===== src/rtl/timemark_cmd_responder.sv =====
// rtl/timemark_cmd_responder.sv - cycle timemark owner answering GET_TIME / WAIT_CLK / CLR_TIME commands
// Optional feature macro: TIMEMARK_WAIT_ABORT_EN (adds wait_abort input to cut a WAIT short).
module timemark_cmd_responder #(
    parameter int TM_W  = 64,
    parameter int ARG_W = 32
) (
    input  logic             source_clock,
    input  logic             source_reset,
    input  logic             cmd_valid,
    output logic             cmd_ready,
    input  logic [1:0]       cmd_op,
    input  logic [ARG_W-1:0] cmd_arg,
    output logic             rsp_valid,
    input  logic             rsp_ready,
    output logic [1:0]       rsp_op,
    output logic             rsp_err,
    output logic [TM_W-1:0]  rsp_data,
    output logic [TM_W-1:0]  timemark,
`ifdef TIMEMARK_WAIT_ABORT_EN
    input  logic             wait_abort,
`endif
    output logic             busy
);

    localparam logic [1:0] OP_GET  = 2'd0;
    localparam logic [1:0] OP_WAIT = 2'd1;
    localparam logic [1:0] OP_CLR  = 2'd2;

    typedef enum logic [1:0] {
        ST_IDLE = 2'd0,
        ST_WAIT = 2'd1,
        ST_RESP = 2'd2
    } state_t;

    state_t           state_q;
    state_t           state_d;
    logic [ARG_W-1:0] wait_cnt;
    logic [TM_W-1:0]  tm_next;
    logic             accept;
    logic             wait_done;
    logic             abort;

`ifdef TIMEMARK_WAIT_ABORT_EN
    assign abort = wait_abort;
`else
    assign abort = 1'b0;
`endif

    assign tm_next   = timemark + 1'b1;
    assign cmd_ready = (state_q == ST_IDLE) && !source_reset;
    assign rsp_valid = (state_q == ST_RESP);
    assign busy      = (state_q != ST_IDLE);

    always_comb begin
        state_d   = state_q;
        accept    = 1'b0;
        wait_done = 1'b0;
        case (state_q)
            ST_IDLE: begin
                if (cmd_valid) begin
                    accept = 1'b1;
                    if (cmd_op == OP_WAIT && cmd_arg != '0) begin
                        state_d = ST_WAIT;
                    end else begin
                        state_d = ST_RESP;
                    end
                end
            end
            ST_WAIT: begin
                // count reaching 1 means this edge completes the n-th waiting cycle
                if (abort || wait_cnt == {{(ARG_W-1){1'b0}}, 1'b1}) begin
                    wait_done = 1'b1;
                    state_d   = ST_RESP;
                end
            end
            ST_RESP: begin
                if (rsp_ready) begin
                    state_d = ST_IDLE;
                end
            end
            default: state_d = ST_IDLE;
        endcase
    end

    always_ff @(posedge source_clock) begin
        if (source_reset) begin
            state_q  <= ST_IDLE;
            timemark <= '0;
            wait_cnt <= '0;
            rsp_op   <= 2'd0;
            rsp_err  <= 1'b0;
            rsp_data <= '0;
        end else begin
            state_q  <= state_d;
            timemark <= (accept && cmd_op == OP_CLR) ? '0 : tm_next;
            if (accept) begin
                rsp_op   <= cmd_op;
                wait_cnt <= cmd_arg;
                case (cmd_op)
                    OP_GET, OP_CLR: begin
                        rsp_data <= timemark;
                        rsp_err  <= 1'b0;
                    end
                    OP_WAIT: begin
                        // completion stamp: the value timemark shows while rsp_valid is high
                        rsp_data <= tm_next;
                        rsp_err  <= 1'b0;
                    end
                    default: begin
                        rsp_data <= '0;
                        rsp_err  <= 1'b1;
                    end
                endcase
            end else if (state_q == ST_WAIT) begin
                wait_cnt <= wait_cnt - 1'b1;
                if (wait_done) begin
                    rsp_data <= tm_next;
                    rsp_err  <= abort;
                end
            end
        end
    end

endmodule


===== config.mk =====
export PLATFORM = sky130hd
export DESIGN_NAME = timemark_cmd_responder
export DESIGN_NICKNAME = d
export VERILOG_FILES = /design/src/rtl/timemark_cmd_responder.sv
export SDC_FILE = /design/constraint.sdc
export NUM_CORES = 1
export LEC_CHECK = 0
export ABC_AREA = 1
export BUFFER_PORTS_ARGS = -buffer_cell sky130_fd_sc_hd__buf_4
export CORE_MARGIN = 5
export CORE_UTILIZATION = 55
export DETAILED_ROUTE_END_ITERATION = 8
export PLACE_DENSITY_LB_ADDON = 0.08
export SYNTH_ARGS = -nofsm -noshare
export SYNTH_HDL_FRONTEND = slang
export SYNTH_SLANG_ARGS = --single-unit

===== constraint.sdc =====
create_clock -name source_clock -period 2.1 [get_ports source_clock]
set_input_delay 0.105 -clock source_clock [delete_from_list [all_inputs] [get_ports source_clock]]
set_output_delay 0.105 -clock source_clock [all_outputs]
set_load 0.02 [all_outputs]

# Yosys cells after proc, flatten, opt, wreduce, memory -nomap -nowiden
# Cells that the tools add are included.
[totals] regBits=165 word_cells=50
[op_classes] n_reduce_logical=15 addsub=2 mux=19 n_eq_ne=8
[op_table] cell="64-bit 2-to-1 mux" n=3
[op_table] cell="64-bit one-hot mux with 2 select lines" n=1
[op_table] cell="64-bit by 1-bit adder with 64-bit output, second input constant" n=1
[op_table] cell="32-bit 2-to-1 mux" n=2
[op_table] cell="32-bit by 1-bit == test with 1-bit output, second input constant" n=1
[op_table] cell="32-bit nonzero test" n=1
[op_table] cell="32-bit by 1-bit subtractor with 32-bit output, second input constant" n=1
[op_table] cell="1-bit 2-to-1 mux" n=8
[op_table] cell="2-bit 2-to-1 mux" n=4
[op_table] cell="2-bit one-hot mux with 3 select lines" n=1
[op_table] cell="2-bit nonzero test" n=3
[op_table] cell="2-bit by 1-bit == test with 1-bit output, second input constant" n=2
[op_table] cell="2-bit == test, second input constant" n=2
[op_table] cell="2-bit logical NOT" n=2
[op_table] cell="2-bit inequality test, second input constant" n=2
[op_table] cell="2-bit OR reduction" n=2
[op_table] cell="1-bit logical AND" n=3
[op_table] cell="3-bit AND reduction" n=1
[op_table] cell="3-bit OR reduction" n=1
[op_table] cell="2-bit by 1-bit inequality test with 1-bit output, second input constant" n=1
[op_table] cell="2-bit AND reduction" n=1
[op_table] cell="1-bit logical NOT" n=1

# Longest topological paths before layout
[depth] ltp_word=6 mapped_depth=13 depth_no_buf=12

# Worst setup path after synthesis
# OpenSTA, ideal clock, no wires.
[synth_path] path_kind="register to register" start="register timemark[0]" end="register rsp_data[54]" t_arrival_ns=1.711 path_stages_with_launch=11 period_less_slack_ns=1.830 path_slack_ns=0.270 cell_sequence="dfxtp_1 -> ha_1 -> inv_1 -> nor2_4 -> nand2_1 -> nor2_2 -> nand2_1 -> o21ai_0 -> nand2_1 -> nand2_1 -> a21oi_1"
[synth_between] elab_chain_cells=4
[synth_rtl] element="from (decl)" line_no="18" source="output logic [TM_W-1:0] timemark,"
[synth_rtl] element="from (signal assigned)" line_no="95" source="timemark <= (accept && cmd_op == OP_CLR) ? '0 : tm_next;"
[synth_rtl] element="64-bit by 1-bit adder with 64-bit output (*)" line_no="49" source="assign tm_next = timemark + 1'b1;"
[synth_rtl] element="64-bit 2-to-1 mux" line_no="116" source="if (wait_done) begin"
[synth_rtl] element="64-bit 2-to-1 mux" line_no="114" source="end else if (state_q == ST_WAIT) begin"
[synth_rtl] element="64-bit 2-to-1 mux (*)" line_no="96" source="if (accept) begin"
[synth_rtl] element="to (signal assigned)" line_no="101" source="rsp_data <= timemark;"
[synth_rtl] element="to (signal assigned)" line_no="106" source="rsp_data <= tm_next;"
[synth_rtl] element="to (signal assigned)" line_no="117" source="rsp_data <= tm_next;"
[synth_rtl] element="to (decl)" line_no="17" source="output logic [TM_W-1:0] rsp_data,"
# Every way passes the cells marked *; elsewhere a longest branch is shown, timed or not. The select of a mux whose other input is x is not followed.
# A chain may end at the register's enable or synchronous reset.

# Worst setup path after layout
[layout_path] start="register timemark[1]" end="register rsp_data[60]"
# Same word-level chain as after synthesis.

==> results.tsv <==
stage	metric	value	unit
worst_setup_path	worstPathRequired	2.42	ns
hold_path	min_from	cmd_arg[4]	
cts	cts.clk_slew.worst_paths	0.07	ns
global_routing	grt_use_total	32.7	%
global_routing	antenna_found_initial	0	
cells_and_area	fillers	1481	
hold_path	hold_class	in -> reg	
floorplan	io_pins	172	
worst_setup_path	rr_worst_depth	10	
logic_synthesis	yosysUniqueCellTypes	37	
timing	setup_viol	0	
timing	worstMarginPinSlew	0.572	ns
worst_setup_path	cp-end-kind	flop	
floorplan	die_area	19400	µm²
worst_setup_path	rr_endpoint	rsp_data[60]	
hold_path	min_to	wait_cnt[4]	
flow_run	cap_violations	0	
logic_synthesis	synth_seq_area_share	36.0	%
cts	cts_made_buffers	17	
power	p_leak	0.00496	µW
drt	dr.first_iter.drc_count	964	
worst_setup_path	cp_data_arrival_time	2.32	ns
timing	finalMaxSlewViolations	0	
worst_setup_path	r2r_start	timemark[1]	
power	p_switching	2610	µW
floorplan	die-height	139	µm
floorplan	rows	47	
worst_setup_path	critPathSlowestCell	dfxtp_1	
global_routing	overflow	0	
worst_setup_path	start_kind	flop	
cts	cts_tree	built	
worst_setup_path	slowest_delay	0.39	ns
timing	finalCritPeriodShare	95.3	%
timing	whs	0.0133	ns
cells_and_area	layout-drive-gt1-share	17.1	%
global_routing	grt_max_degree	44	
timing	fin_setup_tns	0	ns
drt	routed_wl	32600	µm
hold_path	holdPathStages	3	
floorplan	start_util	55.7	%
worst_setup_path	startpoint	timemark[1]	
logic_synthesis	ys_warn_count	0	
worst_setup_path	cp_max_fo	5	
power	pwr-share-comb	19.6	%
power	switching_share	32.1	%
logic_synthesis	synthArstFlopShare	0	%
placed_design	dp_hpwl	24100	µm
worst_setup_path	critical_path_class	reg -> reg	
timing	max_clock_freq	0.500	GHz
drt	ant_nets	0	
cts	cts_max_path_buffers	2	
logic_synthesis	synth_edf_count	0	
logic_synthesis	avgSynthCellArea	6.13	µm²
cells_and_area	syn_to_final_growth	27.9	%
global_routing	grt_pass1_wl	51600	µm
cts	h-tree-depth	4	
power	power.density	694	nW/µm²
placed_design	port_buffers	171	
cells_and_area	fin_util	71.2	%
timing	fin_crit	2.00	ns
drt	wl_per_cell	16.9	µm
floorplan	core_area	16500	µm²
power	clkPwrFrac	38.4	%
logic_synthesis	syn-cell-area	9170	µm²
timing	hold_viol	0	
timing	skew	0.0115	ns
global_routing	grt_pass1_vias	9913	
cells_and_area	antenna_cells	0	
power	intPower	5530	µW
worst_setup_path	cp_cell_sequence	ha_2, inv_1, nor2_4, nand2_2, nor2_2, nand2_1, o21ai_1, nand2_1, nand2_1, a21oi_1	
timing	slew_headroom	61.7	%
cells_and_area	nets	1743	
drt	drc_errors	0	
logic_synthesis	syn_inst	1497	
cts	root_buffer	clkbuf_16	
drt	dr.pass1.iters	5	
logic_synthesis	syn_nets	1538	
worst_setup_path	cpMostUsedCell	nand2_1	
power	ir_drop	0.615	mV
drt	vias	10700	
logic_synthesis	ys_ff_latch	165	
worst_setup_path	reg2reg_slack	0.1	ns
power	seqPwrFrac	42.0	%
placed_design	gp_congestion	0.997	
cts	insertion_delay	0.43	ns
run_status	outcome	finished clean	
drt	viasPerCell	5.52	
floorplan	die_w	139	µm
cts	cts_sinks	165	
logic_synthesis	synthFlopType	dfxtp_1	
-- cell type report --
type                            count  area (µm²)  share of cell area (%)
Sequential cell                   165        3300                    28.2
Timing Repair Buffer              236        1910                    16.3
Tap cell                          220         275                    2.35
Clock inverter                     13         130                    1.11
Multi-Input combinational cell   1148        5150                    43.9
Inverter                          134         505                    4.31
Clock buffer                       19         453                    3.86
-- power by group through the flow --
| stage | combinational, µW | sequential (µW) | clock (µW) |
|---|---|---|---|
| final | 1600 | 3420 | 3130 |
| after global routing | 1750 | 3430 | 3300 |
| after CTS | 1560 | 3410 | 3140 |
| after detailed placement | 1530 | 3480 | 0 |
| after global placement | 1510 | 3480 | 0 |
| after floorplan | 828 | 3600 | 0 |
-- metal layers --
layer	track usage (%)	vias up	part of all wire, %
li1	-	5138	-
met1	45.7	4946	43
met2	50.7	539	44
met3	7.69	63	9.6
met4	8.91	0	2.4
met5	0	-	0
-- flip-flops by register name, summed over array words and instances (netlist names) --
name and cells:
rsp_op 2, wait_cnt 32, timemark 64, state_q 2, rsp_err 1, rsp_data 64
-- how the worst max path moves through the flow --
stage / to / slack (ns)
final: rsp_data[60] / 0.1
after global routing: rsp_data[56] / -0.008
after CTS: rsp_data[60] / 0.03
after detailed placement: rsp_data[60] / 0.09
after global placement: rsp_data[38] / 0.15
after floorplan: rsp_data[54] / 0.27
-- placed cells by master (no fill, tap or decap), types with 7 or more instances in the layout --
cell type and instances:
nand2_1 386, nor2_1 376, buf_4 210, dfxtp_1 165
inv_1 126, o21ai_0 102, a21oi_1 95, nand3_1 54
xor2_1 29, clkbuf_16 18, dlygate4sd3_1 18, a31oi_1 16
nand4_1 14, nand2_2 12, o21ai_1 12, nor2_2 9
xnor2_1 9, nor2_4 7, inv_2 7, o22ai_1 7
-- metrics by stage --
step | setup slack (ns) | total power (µW) | std cells | area [µm²]
after detailed placement | 0.0919 | 5010 | 1882 | 10900
final | 0.0989 | 8140 | 1935 | 11700
after floorplan | 0.270 | 4430 | 1497 | 9170
after global routing | -0.00848 | 8480 | 1935 | 11700
after CTS | 0.0256 | 8110 | 1932 | 11600
after global placement | 0.153 | 4990 | 1882 | 10900
-- cell usage after synthesis (9+ instances only) --
library cell | n | area share, %
nand3_1 | 54 | 2.9
clkbuf_1 | 15 | 0.61
a31oi_1 | 16 | 1.1
nor2_1 | 378 | 15
nor2_2 | 9 | 0.61
nand4_1 | 14 | 0.95
nand2_2 | 10 | 0.68
dfxtp_1 | 165 | 36
nand2_1 | 388 | 16
inv_1 | 126 | 5.2
xnor2_1 | 9 | 0.86
buf_2 | 29 | 1.6
o21ai_0 | 107 | 5.8
a21oi_1 | 95 | 5.2
xor2_1 | 29 | 2.8
-- repair_timing --
item / in CTS / in global routing
gates resized for setup: 0 / 15
buffers inserted: 0 / 2
setup endpoints to repair: 0 / 22
hold buffers: 18 / 0
endpoints found under the hold margin: 17 / 0
-- critical path, delay by kind of cell, from the launching register on --
family	cells	cell delay (ns)
simple gates	6	0.84
flops	1	0.39
compound gates	2	0.33
fa+ha+maj	1	0.23
buf+inv	1	0.08
-- cells by family after synthesis --
group,share of synthesized area (%)
compound gates,13.6
fa+ha+maj,0.409
flops,36.0
simple gates,38.0
buf+inv,8.32
xor+xnor,3.63
No activity file was read; power rests on OpenSTA's default activity.
